<file path="src/rtl/airlock_pkg.sv">
// ---------------------------------------------------------------------------
// airlock_pkg
// Shared definitions for the airlock sequencer:
//   - 4-bit state encoding (P_IDLE = 0, FAULT = 4'hF)
//   - door-direction constants DIR_IN / DIR_OUT
//   - default watchdog limit and counter width
// ---------------------------------------------------------------------------
package airlock_pkg;

    // State encoding, also driven on the debug state output.
    localparam logic [3:0] ST_P_IDLE = 4'h0;
    localparam logic [3:0] ST_P_DOOR = 4'h1;
    localparam logic [3:0] ST_D_KICK = 4'h2;
    localparam logic [3:0] ST_D_WAIT = 4'h3;
    localparam logic [3:0] ST_D_RUN  = 4'h4;
    localparam logic [3:0] ST_V_IDLE = 4'h5;
    localparam logic [3:0] ST_V_DOOR = 4'h6;
    localparam logic [3:0] ST_P_KICK = 4'h7;
    localparam logic [3:0] ST_P_WAIT = 4'h8;
    localparam logic [3:0] ST_P_RUN  = 4'h9;
    localparam logic [3:0] ST_FAULT  = 4'hF;

    // Direction of the transit in progress.
    localparam logic DIR_OUT = 1'b0;
    localparam logic DIR_IN  = 1'b1;

    // Pump cycle is 2880 clocks; the default leaves roughly 6% margin.
    localparam int WD_CYCLES_DEFAULT = 3072;
    localparam int WD_W_DEFAULT      = 12;

    // True in the states where a pump cycle is being started or is running.
    function automatic logic is_pump_state(input logic [3:0] st);
        return (st == ST_D_KICK) || (st == ST_D_WAIT) || (st == ST_D_RUN) ||
               (st == ST_P_KICK) || (st == ST_P_WAIT) || (st == ST_P_RUN);
    endfunction

endpackage

</file>
<file path="src/rtl/airlock_if.sv">
// ---------------------------------------------------------------------------
// airlock_if
// Signal bundle between the airlock sequencer and the chamber hardware.
//   Requests / status into the sequencer:
//     enter_req, exit_req  - level requests, held by the requester until served
//     occupant_clear       - doorway clear, lets the open door close
//     press_busy           - pressurizer running
//     depress_busy         - depressurizer running
//   Commands / status out of the sequencer:
//     press_start, depress_start - one-cycle start pulses to the pumps
//     inner_door_open, outer_door_open - door commands
//     pressurized          - chamber at station pressure
//     fault                - watchdog trip
//     state                - current FSM state, for debug
// Handshake: there is no valid/ready pair. Requests are levels sampled only
// in the two idle states; a start pulse is answered by the pump raising busy
// a few cycles later and dropping it when the cycle completes.
// Modports: master = sequencer side, slave = chamber/environment side.
// ---------------------------------------------------------------------------
interface airlock_if;
    logic       enter_req;
    logic       exit_req;
    logic       occupant_clear;
    logic       press_busy;
    logic       depress_busy;
    logic       press_start;
    logic       depress_start;
    logic       inner_door_open;
    logic       outer_door_open;
    logic       pressurized;
    logic       fault;
    logic [3:0] state;

    modport master (
        input  enter_req, exit_req, occupant_clear, press_busy, depress_busy,
        output press_start, depress_start, inner_door_open, outer_door_open,
               pressurized, fault, state
    );

    modport slave (
        output enter_req, exit_req, occupant_clear, press_busy, depress_busy,
        input  press_start, depress_start, inner_door_open, outer_door_open,
               pressurized, fault, state
    );
endinterface

</file>
<file path="src/rtl/airlock_watchdog.sv">
// ---------------------------------------------------------------------------
// airlock_watchdog
// Saturating cycle counter bounding one pump cycle.
//   clock, reset - system clock, synchronous active-high reset
//   clear        - restart the count at zero (takes priority)
//   enable       - count this cycle
//   expired      - count has reached WD_CYCLES-1
// The count stops at WD_CYCLES-1 so it never wraps back to a "safe" value.
// ---------------------------------------------------------------------------
module airlock_watchdog #(
    parameter int WD_CYCLES = 3072,
    parameter int WD_W      = 12
) (
    input  logic clock,
    input  logic reset,
    input  logic clear,
    input  logic enable,
    output logic expired
);

    localparam logic [WD_W-1:0] LIMIT = WD_W'(WD_CYCLES - 1);

    logic [WD_W-1:0] cnt_q, cnt_d;

    always_comb begin
        cnt_d = cnt_q;
        if (clear) begin
            cnt_d = '0;
        end else if (enable && (cnt_q != LIMIT)) begin
            cnt_d = cnt_q + WD_W'(1);
        end
    end

    always_ff @(posedge clock) begin
        if (reset) begin
            cnt_q <= '0;
        end else begin
            cnt_q <= cnt_d;
        end
    end

    assign expired = (cnt_q == LIMIT);

endmodule

</file>
<file path="src/rtl/airlock_sequencer.sv">
// ---------------------------------------------------------------------------
// airlock_sequencer
// Moore FSM sequencing the inner/outer doors and the two pumps of the
// interlock chamber. Guarantees both doors are never open together and that
// no door opens while a pump cycle is in progress.
//   clock - system clock
//   reset - synchronous, active-high; returns to P_IDLE with dir=OUT
//   bus   - airlock_if.master (requests, pump busy in; starts, doors,
//           pressurized, fault, debug state out)
// Optional feature: define AIRLOCK_WATCHDOG_EN to bound each pump cycle by
// WD_CYCLES clocks and enter FAULT (held until reset) when it overruns.
// Without it, fault is 0 and the WAIT/RUN states wait indefinitely.
// ---------------------------------------------------------------------------
module airlock_sequencer
    import airlock_pkg::*;
#(
    parameter int WD_CYCLES = WD_CYCLES_DEFAULT,
    parameter int WD_W      = WD_W_DEFAULT
) (
    input  logic     clock,
    input  logic     reset,
    airlock_if.master bus
);

    if ((WD_CYCLES < 2) || (WD_CYCLES > (1 << WD_W))) begin : g_bad_wd_cfg
        $error("airlock_sequencer: WD_CYCLES must lie in 2 .. 2**WD_W");
    end

    logic [3:0] state_q, state_d;
    logic       dir_q, dir_d;
    logic       wd_expired;

`ifdef AIRLOCK_WATCHDOG_EN
    logic wd_clear;
    logic wd_enable;

    // KICK lasts one cycle, so clearing whenever KICK is next is a clear on entry.
    assign wd_clear  = (state_d == ST_D_KICK) || (state_d == ST_P_KICK);
    assign wd_enable = is_pump_state(state_q);

    airlock_watchdog #(
        .WD_CYCLES (WD_CYCLES),
        .WD_W      (WD_W)
    ) u_watchdog (
        .clock   (clock),
        .reset   (reset),
        .clear   (wd_clear),
        .enable  (wd_enable),
        .expired (wd_expired)
    );
`else
    assign wd_expired = 1'b0;
`endif

    always_comb begin
        state_d = state_q;
        dir_d   = dir_q;
        case (state_q)
            // Exit wins when both requests are raised at pressure.
            ST_P_IDLE: begin
                if (bus.exit_req) begin
                    state_d = ST_P_DOOR;
                    dir_d   = DIR_OUT;
                end else if (bus.enter_req) begin
                    state_d = ST_D_KICK;
                    dir_d   = DIR_IN;
                end
            end
            ST_P_DOOR: begin
                if (bus.occupant_clear) begin
                    state_d = (dir_q == DIR_OUT) ? ST_D_KICK : ST_P_IDLE;
                end
            end
            ST_D_KICK: state_d = ST_D_WAIT;
            ST_D_WAIT: begin
                if (wd_expired)             state_d = ST_FAULT;
                else if (bus.depress_busy)  state_d = ST_D_RUN;
            end
            ST_D_RUN: begin
                if (wd_expired)             state_d = ST_FAULT;
                else if (!bus.depress_busy) state_d = ST_V_DOOR;
            end
            // Enter wins when both requests are raised at vacuum.
            ST_V_IDLE: begin
                if (bus.enter_req) begin
                    state_d = ST_V_DOOR;
                    dir_d   = DIR_IN;
                end else if (bus.exit_req) begin
                    state_d = ST_P_KICK;
                    dir_d   = DIR_OUT;
                end
            end
            ST_V_DOOR: begin
                if (bus.occupant_clear) begin
                    state_d = (dir_q == DIR_IN) ? ST_P_KICK : ST_V_IDLE;
                end
            end
            ST_P_KICK: state_d = ST_P_WAIT;
            ST_P_WAIT: begin
                if (wd_expired)             state_d = ST_FAULT;
                else if (bus.press_busy)    state_d = ST_P_RUN;
            end
            ST_P_RUN: begin
                if (wd_expired)             state_d = ST_FAULT;
                else if (!bus.press_busy)   state_d = ST_P_DOOR;
            end
            ST_FAULT:  state_d = ST_FAULT;
            default:   state_d = ST_P_IDLE;
        endcase
    end

    always_ff @(posedge clock) begin
        if (reset) begin
            state_q <= ST_P_IDLE;
            dir_q   <= DIR_OUT;
        end else begin
            state_q <= state_d;
            dir_q   <= dir_d;
        end
    end

    // Pure state decode: every output is registered-state driven.
    assign bus.press_start     = (state_q == ST_P_KICK);
    assign bus.depress_start   = (state_q == ST_D_KICK);
    assign bus.inner_door_open = (state_q == ST_P_DOOR);
    assign bus.outer_door_open = (state_q == ST_V_DOOR);
    assign bus.pressurized     = (state_q == ST_P_IDLE) || (state_q == ST_P_DOOR);
    assign bus.fault           = (state_q == ST_FAULT);
    assign bus.state           = state_q;

endmodule

</file>
<file path="src/flat_wrapper.sv">
// flat-port wrapper written by rule: the top's interface ports become plain ports
module airlock_sequencer_flat import airlock_pkg::*;
#(
    parameter int WD_CYCLES = WD_CYCLES_DEFAULT,
    parameter int WD_W      = WD_W_DEFAULT
)
  (clock, reset, bus_enter_req, bus_exit_req, bus_occupant_clear, bus_press_busy, bus_depress_busy, bus_press_start, bus_depress_start, bus_inner_door_open, bus_outer_door_open, bus_pressurized, bus_fault, bus_state);
  airlock_if bus_i ();
  input  logic clock;
  input  logic reset;
  input wire logic [$bits(bus_i.enter_req)-1:0] bus_enter_req;
  input wire logic [$bits(bus_i.exit_req)-1:0] bus_exit_req;
  input wire logic [$bits(bus_i.occupant_clear)-1:0] bus_occupant_clear;
  input wire logic [$bits(bus_i.press_busy)-1:0] bus_press_busy;
  input wire logic [$bits(bus_i.depress_busy)-1:0] bus_depress_busy;
  output wire logic [$bits(bus_i.press_start)-1:0] bus_press_start;
  output wire logic [$bits(bus_i.depress_start)-1:0] bus_depress_start;
  output wire logic [$bits(bus_i.inner_door_open)-1:0] bus_inner_door_open;
  output wire logic [$bits(bus_i.outer_door_open)-1:0] bus_outer_door_open;
  output wire logic [$bits(bus_i.pressurized)-1:0] bus_pressurized;
  output wire logic [$bits(bus_i.fault)-1:0] bus_fault;
  output wire logic [$bits(bus_i.state)-1:0] bus_state;
  assign bus_i.enter_req = bus_enter_req;
  assign bus_i.exit_req = bus_exit_req;
  assign bus_i.occupant_clear = bus_occupant_clear;
  assign bus_i.press_busy = bus_press_busy;
  assign bus_i.depress_busy = bus_depress_busy;
  assign bus_press_start = bus_i.press_start;
  assign bus_depress_start = bus_i.depress_start;
  assign bus_inner_door_open = bus_i.inner_door_open;
  assign bus_outer_door_open = bus_i.outer_door_open;
  assign bus_pressurized = bus_i.pressurized;
  assign bus_fault = bus_i.fault;
  assign bus_state = bus_i.state;
  airlock_sequencer #(.WD_CYCLES(WD_CYCLES), .WD_W(WD_W)) u_core (.clock(clock), .reset(reset), .bus(bus_i));
endmodule
</file>
<file path="config.mk">
export PLATFORM = sky130hd
export DESIGN_NAME = airlock_sequencer_flat
export DESIGN_NICKNAME = d
export VERILOG_FILES = /design/src/rtl/airlock_pkg.sv /design/src/rtl/airlock_if.sv /design/src/rtl/airlock_watchdog.sv /design/src/rtl/airlock_sequencer.sv /design/src/flat_wrapper.sv
export SDC_FILE = /design/constraint.sdc
export NUM_CORES = 1
export LEC_CHECK = 0
export ABC_AREA = 1
export CELL_PAD_IN_SITES_DETAIL_PLACEMENT = 0
export CELL_PAD_IN_SITES_GLOBAL_PLACEMENT = 1
export CORE_UTILIZATION = 29
export CTS_BUF_LIST = sky130_fd_sc_hd__clkbuf_16
export CTS_CLUSTER_SIZE = 25
export DETAILED_ROUTE_END_ITERATION = 16
export PLACE_DENSITY = 0.77
export SLEW_MARGIN = 10
export SYNTH_ARGS = -nofsm -noshare
export SYNTH_HDL_FRONTEND = slang
export SYNTH_SLANG_ARGS = --single-unit
</file>
<file path="constraint.sdc">
create_clock -name clock -period 3.6 [get_ports clock]
set_input_delay 0.72 -clock clock [delete_from_list [all_inputs] [get_ports clock]]
set_output_delay 0.72 -clock clock [all_outputs]
set_load 0.01 [all_outputs]
</file>
Word level (Yosys, flattened, before mapping)
Index checks and enable logic that the tools add are counted.
Storage, ports and cells
  register bits: 5
  bits of input ports: 7
  ROM bits: 0
  memories kept: 0
  bits in latches: 0
  bits in writable memories: 0
Operators by class
  add/sub/neg operators: 0
  shift operators: 0
  div/mod/pow operators: 0
  equality and inequality tests: 18
  bitwise operators: 0
  magnitude comparators: 0
  multiplexer cells: 18
  reductions and logical operators: 5
  $mul: 0
Operators with widths (count)
  $pmux 4 s11: 1
  $mux 4: 10
  $eq 4x3->1 const B: 4
  $eq 4x4->1 const B: 3
  $ne 2x2->1 const B: 6
  $eq 4x2->1 const B: 2
  $reduce_and 8->1: 1
  $ne 3x3->1 const B: 2
  $eq 4x1->1 const B: 1
  $logic_not 4->1: 1
  $mux 1: 4
  $mux 2: 2
  $reduce_and 3->1: 1
  $pmux 1 s2: 1
  $reduce_bool 2->1: 1
  $logic_or 1x1->1: 1

Depth between registers and ports, before layout
Gate-level depths: netlist of the first run.
  word-level depth: 3
  depth in mapped cells: 10
  gate-level depth less buffers: 9

Least setup slack after synthesis of the first run
OpenSTA, ideal clock, no wires.
  path type: register to output
  start: register u_core.state_q[0] (netlist: u_core.bus.state[0])
  end: output bus_pressurized
  data arrival time: 0.954 ns
  setup slack: 1.926 ns
  path buffers: 1
  cell stages (with the launch flop): 6
  path through: dfxtp_1 -> buf_4 -> inv_1 -> nor2_2 -> nand2_1 -> nand2_1
On the way
  longest elaborated chain between the ends: 2
RTL lines
  start, declared: RTL line airlock_sequencer.sv:29  | logic [3:0] state_q, state_d;
  start signal, assigned: RTL line airlock_sequencer.sv:117  | state_q <= state_d;
  $eq 4x1->1 / $logic_not 4->1 (equally long branches): RTL line airlock_sequencer.sv:127  | assign bus.pressurized = (state_q == ST_P_IDLE) || (state_q == ST_P_DOOR);
  $logic_or 1x1->1 *: RTL line airlock_sequencer.sv:127
  end, declared: RTL line flat_wrapper.sv:20  | output wire logic [$bits(bus_i.pressurized)-1:0] bus_pressurized;
Mark *: on every way between the ends. The rest lies on a longest branch, timed or not.

Worst setup path after layout of the first run
Ends and elaborated chain as after synthesis.

==> flow_summary.json, run 1 <==
{
  "wl_um": 1350,
  "netlist-cell-type-count": 16,
  "grt_pass1_wl_um": 2300,
  "ios": 17,
  "cts_setup_buffers": 0,
  "ir_drop_mv": 0.295,
  "area_growth_pct": 49.3,
  "die_y_um": 43.6,
  "drt-wirelength-per-cell_um": 10.5,
  "hold_ws_ps": 490,
  "clock_latency_ps": 230,
  "ys_seq_area_share_pct": 19.9,
  "crit_slowest_cell": "dfxtp_1",
  "finalCritPeriodShare_pct": 70.6,
  "critPathKind": "register to output port",
  "max-slew-margin-rel_pct": 75.1,
  "worstPathArrival_ps": 1820,
  "finalPower_w": 0.000563,
  "drc": 2,
  "route.vias.total": 629,
  "combPwrFrac_pct": 49.2,
  "period_needed_ps": 2540,
  "post_cts_resized": 0,
  "p_int_w": 0.000338,
  "dp_hpwl_um": 1060,
  "path_cells": "inv_1 > nor2_2 > nand2_1 > nand2_1 > clkdlybuf4s50_1",
  "initial_core_util_pct": 32.3,
  "port-buffer-count": 16,
  "grt_usage_pct": 16.3,
  "ys_ff_latch": 5,
  "avgSynthCellArea_sq_um": 5.35,
  "grt_max_degree": 11,
  "hold-path-cell-count": 2,
  "grt-ovfl-total": 0,
  "setup_tns_ps": 0,
  "pwr-share-clk_pct": 32.6,
  "cp-start-kind": "register",
  "rr_endpoint": "u_core.bus.state[1]$_SDFFE_PP0P_",
  "dr.pass1.iters": 10,
  "violations": "DRC",
  "placed_cells": 124,
  "routed_via_density": 4.91,
  "worstHoldStart": "u_core.dir_q$_SDFFE_PP0P_",
  "cts_buffer_depth": 2,
  "cts_tree": "yes",
  "syn-cell-area_sq_um": 503,
  "synth_nets": 101,
  "rows": 14,
  "endpoint_kind": "output port",
  "reg2reg_depth": 9,
  "grt_pass1_vias": 528,
  "cp.required_ps": 2880,
  "worst_pin_slew_ps": 374,
  "fin_nets": 120,
  "drive_gt1_share_pct": 8.04,
  "hold_path_end": "u_core.dir_q$_SDFFE_PP0P_",
  "cp_top_family": "buffers and inverters",
  "max_cap_viol_count": 0,
  "r2r_slack_ps": 2130,
  "dieWidth_um": 43.6,
  "seqPwrFrac_pct": 18.2,
  "hold_viol_final": 0,
  "hold_buffers": 0,
  "sw_frac_of_total_pct": 40.0,
  "cp_num_buf_inv": 2,
  "power.density_mw_per_mm2": 750,
  "final_util_pct": 48.2,
  "slowest_delay_ps": 530,
  "die_area_sq_mm": 0.00190,
  "power.switching_w": 0.000225,
  "max_freq_mhz": 394,
  "skew_ps": 2.86,
  "min_path_type": "register to register",
  "ant_nets": 0,
  "dr.first_iter.drc_count": 23,
  "antenna_found_initial": 0,
  "cts_sinks": 5,
  "leakage_nw": 0.353,
  "diodes": 0,
  "ctsHtreeMaxLevel": 1,
  "final-setup-viol-count": 0,
  "coreArea_sq_mm": 0.00156,
  "crit_top_cell": "nand2_1",
  "rr_startpoint": "u_core.bus.state[0]$_SDFFE_PP0P_",
  "synthCells": 94,
  "slew_viol_final": 0,
  "outcome": "finished with violations",
  "place.gp.congestion": 0.822,
  "rsz0062_at_grt": "false",
  "crit_fanout": 10,
  "fillCellCount": 163,
  "cts_buffers": 3,
  "clkTransAtPathRegs_ps": 40,
  "ys_warn_count": 0,
  "path_depth": 5,
  "layout.cells.non_filler": 128,
  "cts_root_buf": "clkbuf_16"
}
-- placed cells by master, fill, tap and decap left out, drive strengths merged --
cell type and n:
nand2 34, nor2 17, clkdlybuf4s50 16, nand3 12
inv 10, a21oi 6, dfxtp 5, o21ai 3
clkbuf 3, nor3 1, xor2 1, xnor2 1
nand3b 1, o22ai 1, clkinv 1
-- metal layers --
metal  GRT usage [%]  vias to the layer above  part of all wire, %
met1            23.4                      273                   49
met4            3.75                        0                 0.81
met5               0                        -                    0
met3            5.00                        2                  6.2
li1                -                      336                    -
met2            23.6                       18                   44
-- layout make-up --
class                      instances  area (sq um)  area share, %
sequential                         5           100           13.3
clock inverter                     1          5.00          0.667
clock buffer                       3          75.1           10.0
tap                               16          20.0           2.67
timing repair buffer              16           160           21.3
inverter                          10          37.5           5.00
multi-input combinational         77           353           47.0
-- state kept, by name, summed over array words and instances (netlist names) --
| signal | cells |
|---|---|
| u_core.dir_q | 1 |
| u_core.bus.state | 4 |
-- worst reg2reg max path: stages (launching register included) --
cell and delay (ps):
dfxtp_1 530, inv_1 120, nor2_2 190, nand2_1 140
nand2_1 100, nand2_1 50, nand2_1 60, nor2_1 50
nand2_1 60, a21oi_1 50
-- kinds of logic after synthesis --
kind of cell | share of synthesized area (%)
compound gates | 10.2
xor+xnor | 3.48
buf+inv | 9.95
flops | 19.9
simple gates | 56.5
-- synthesized netlist by cell type --
master	number	area, sq um
nand3b_1	1	7.51
o22ai_1	1	6.26
buf_4	1	7.51
nor2_2	3	18.8
inv_1	10	37.5
nand2_1	34	128
nor2_1	13	48.8
nor3_2	1	10.0
nand3_1	12	60.1
xor2_1	1	8.76
o21ai_0	3	15.0
xnor2_1	1	8.76
a21oi_1	6	30.0
clkbuf_2	1	5.00
nor2_4	1	11.3
dfxtp_1	5	100
-- power groups by stage --
stage	combinational, W	clock [W]	sequential (W)
after floorplan	0.000198	0	0.0000847
final	0.000277	0.000184	0.000103
after global placement	0.000277	0	0.000102
after CTS	0.000279	0.000187	0.000102
after global routing	0.000316	0.000189	0.000106
after detailed placement	0.000277	0	0.000103
-- how the worst max path moves through the flow --
| stage | start | slack (ps) | end |
|---|---|---|---|
| floorplan | u_core.bus.state[0]$_SDFFE_PP0P_ | 1930 | bus_pressurized |
| global placement | u_core.bus.state[0]$_SDFFE_PP0P_ | 1340 | bus_pressurized |
| detailed placement | u_core.bus.state[0]$_SDFFE_PP0P_ | 1300 | bus_pressurized |
| CTS | u_core.bus.state[0]$_SDFFE_PP0P_ | 1050 | bus_pressurized |
| global route | u_core.bus.state[0]$_SDFFE_PP0P_ | 920 | bus_pressurized |
| finish | u_core.bus.state[0]$_SDFFE_PP0P_ | 1060 | bus_pressurized |
-- per-stage QoR --
stage | area [sq um] | worst slack, ps
after global placement | 671 | 1340
after detailed placement | 671 | 1300
after global routing | 751 | 918
after floorplan | 503 | 1930
final | 751 | 1060
after CTS | 751 | 1050
(Power assumes the default switching activity.)
==> run 2, diff against run 1 <==
--- a/config.mk
+++ b/config.mk
@@ -8,11 +8,12 @@
 export ABC_AREA = 1
 export CELL_PAD_IN_SITES_DETAIL_PLACEMENT = 0
 export CELL_PAD_IN_SITES_GLOBAL_PLACEMENT = 1
-export CORE_UTILIZATION = 29
+export CORE_ASPECT_RATIO = 0.7
+export CORE_UTILIZATION = 25
 export CTS_BUF_LIST = sky130_fd_sc_hd__clkbuf_16
 export CTS_CLUSTER_SIZE = 25
 export DETAILED_ROUTE_END_ITERATION = 16
-export PLACE_DENSITY = 0.77
+export PLACE_DENSITY = 0.71
 export SLEW_MARGIN = 10
 export SYNTH_ARGS = -nofsm -noshare
 export SYNTH_HDL_FRONTEND = slang
==> constraint.sdc (replaced) <==
create_clock -name clock -period 2.1 [get_ports clock]
set_input_delay 0.42 -clock clock [delete_from_list [all_inputs] [get_ports clock]]
set_output_delay 0.42 -clock clock [all_outputs]
set_load 0.01 [all_outputs]
==> run 2 against run 1 <==
The run now ends clean. Sequential share of layout area is 0.38 points lower. Final cell count increased by 6.3%. Clock skew decreased by 2.5 ps. Register-to-register slack lost 1400 ps. Count of clock-buffer cells in the layout is the same. Largest cell class unchanged.
==> flow_summary.json, run 2 (synthesis gave the netlist of run 1 again) <==
{
  "hold-path-cell-count": 2,
  "seqPwrFrac_pct": 16.1,
  "endpoint_kind": "output port",
  "reg2reg_depth": 7,
  "slew_viol_final": 0,
  "cts_buffer_depth": 2,
  "skew_ps": 0.382,
  "cp_top_family": "buffers and inverters",
  "area_growth_pct": 57.5,
  "outcome": "finished clean",
  "rows": 13,
  "cts_buffers": 3,
  "drc": 0,
  "path_cells": "nand2_1 > nor2_1 > clkdlybuf4s50_1",
  "fin_nets": 122,
  "die_y_um": 39.5,
  "dieWidth_um": 55.6,
  "place.gp.congestion": 0.895,
  "grt_pass1_wl_um": 2590,
  "cts_tree": "yes",
  "dr.first_iter.drc_count": 17,
  "max_freq_mhz": 496,
  "combPwrFrac_pct": 53.5,
  "clkTransAtPathRegs_ps": 30,
  "cts_root_buf": "clkbuf_16",
  "period_needed_ps": 2020,
  "power.density_mw_per_mm2": 1280,
  "route.vias.total": 673,
  "r2r_slack_ps": 680,
  "fillCellCount": 197,
  "coreArea_sq_mm": 0.00187,
  "leakage_nw": 0.371,
  "grt_usage_pct": 15.5,
  "cp-start-kind": "register",
  "min_path_type": "register to register",
  "ant_nets": 0,
  "path_depth": 3,
  "max_cap_viol_count": 0,
  "grt_pass1_vias": 608,
  "ir_drop_mv": 0.644,
  "clock_latency_ps": 230,
  "layout_common_cells": "34 x nand2_1, 16 x clkdlybuf4s50_1, 12 x nor2_1, 12 x nand3_1, 10 x inv_1",
  "cts_sinks": 5,
  "ios": 17,
  "crit_slowest_cell": "clkdlybuf4s50_1",
  "critPathKind": "register to output port",
  "largest_reg_flops": 4,
  "antenna_found_initial": 0,
  "setup_tns_ps": 0,
  "worstPathArrival_ps": 1600,
  "cp_num_buf_inv": 1,
  "final-setup-viol-count": 0,
  "dp_slack_ps": 181,
  "sw_frac_of_total_pct": 40.7,
  "dp_hpwl_um": 1190,
  "initial_core_util_pct": 26.9,
  "wl_um": 1580,
  "finalCritPeriodShare_pct": 96.1,
  "p_int_w": 0.000600,
  "diodes": 0,
  "pwr-share-clk_pct": 30.5,
  "final_util_pct": 42.3,
  "final_common_cell": "nand2_1",
  "die_area_sq_mm": 0.00220,
  "max-slew-margin-rel_pct": 82.7,
  "cp.required_ps": 1680,
  "worst_pin_slew_ps": 260,
  "power.switching_w": 0.000412,
  "drive_gt1_share_pct": 12.3,
  "grt_max_degree": 10,
  "port-buffer-count": 16,
  "hold_viol_final": 0,
  "drt-wirelength-per-cell_um": 11.6,
  "dr.pass1.iters": 4,
  "cts_setup_buffers": 0,
  "fin_ws_ps": 82.5,
  "slowest_delay_ps": 560,
  "routed_via_density": 4.95,
  "ctsHtreeMaxLevel": 1,
  "grt-ovfl-total": 0,
  "crit_fanout": 9
}
[run 2: changes by cell type in the layout (fill, tap and decap cells not counted), sizes merged]
| cell | before | now |
|---|---|---|
| clkinv | 1 | 0 |
| inv | 10 | 11 |
| buf | 0 | 2 |
[run 2: layer usage]
layer / share of wire (%) / up-vias / track usage [%] / wire (um)
met2: 44 / 34 / 25.3 / 689
met4: 0 / 0 / 3.13 / 0
met3: 8.8 / 0 / 6.60 / 140
li1: - / 338 / - / -
met1: 48 / 301 / 19.3 / 753
met5: 0 / - / 0 / 0
[run 2: metrics by stage]
step	power [W]	hold WS [ps]	instance area [sq um]	cells
after global placement	0.000674	471	693	132
after detailed placement	0.000671	489	693	132
final	0.00101	487	792	136
after global routing	0.00110	508	792	136
after floorplan	0.000484	446	503	94
after CTS	0.000990	495	777	136
[run 2: worst paths after layout]
check | from | endpoint
worst max register to register | u_core.bus.state[2]$_SDFFE_PP0P_ | u_core.bus.state[1]$_SDFFE_PP0P_
worst min-delay path | u_core.dir_q$_SDFFE_PP0P_ | u_core.dir_q$_SDFFE_PP0P_
worst min register to register | u_core.dir_q$_SDFFE_PP0P_ | u_core.dir_q$_SDFFE_PP0P_
worst max-delay path | u_core.bus.state[1]$_SDFFE_PP0P_ | bus_press_start
[run 2: area by class of cell]
cell class | instances | area, sq um | area share (%)
clock buffer | 3 | 75.1 | 9.48
clock inverter | 1 | 3.75 | 0.474
inverter | 10 | 37.5 | 4.74
multi-input combinational | 77 | 370 | 46.8
sequential | 5 | 103 | 13.0
tap | 22 | 27.5 | 3.48
timing repair buffer | 18 | 175 | 22.1
[run 2: worst reg2reg max path, delay by kind of cell (launching register included)]
family | cells | cell delay (ps)
simple gates | 5 | 660
flops | 1 | 450
compound gates | 1 | 60
buf+inv | 1 | 120
[run 2: power groups by stage]
stage | sequential (W) | combinational, W | clock, W
after floorplan | 0.000145 | 0.000339 | 0
after global placement | 0.000154 | 0.000520 | 0
after detailed placement | 0.000155 | 0.000516 | 0
after CTS | 0.000154 | 0.000525 | 0.000311
after global routing | 0.000167 | 0.000609 | 0.000320
final | 0.000162 | 0.000541 | 0.000308
[run 2: what timing repair did]
action	in CTS	in global routing
hold buffers	0	0
endpoints found under the hold margin	0	0
gates resized for setup	1	6
pin swaps	0	1
setup endpoints to repair	2	6
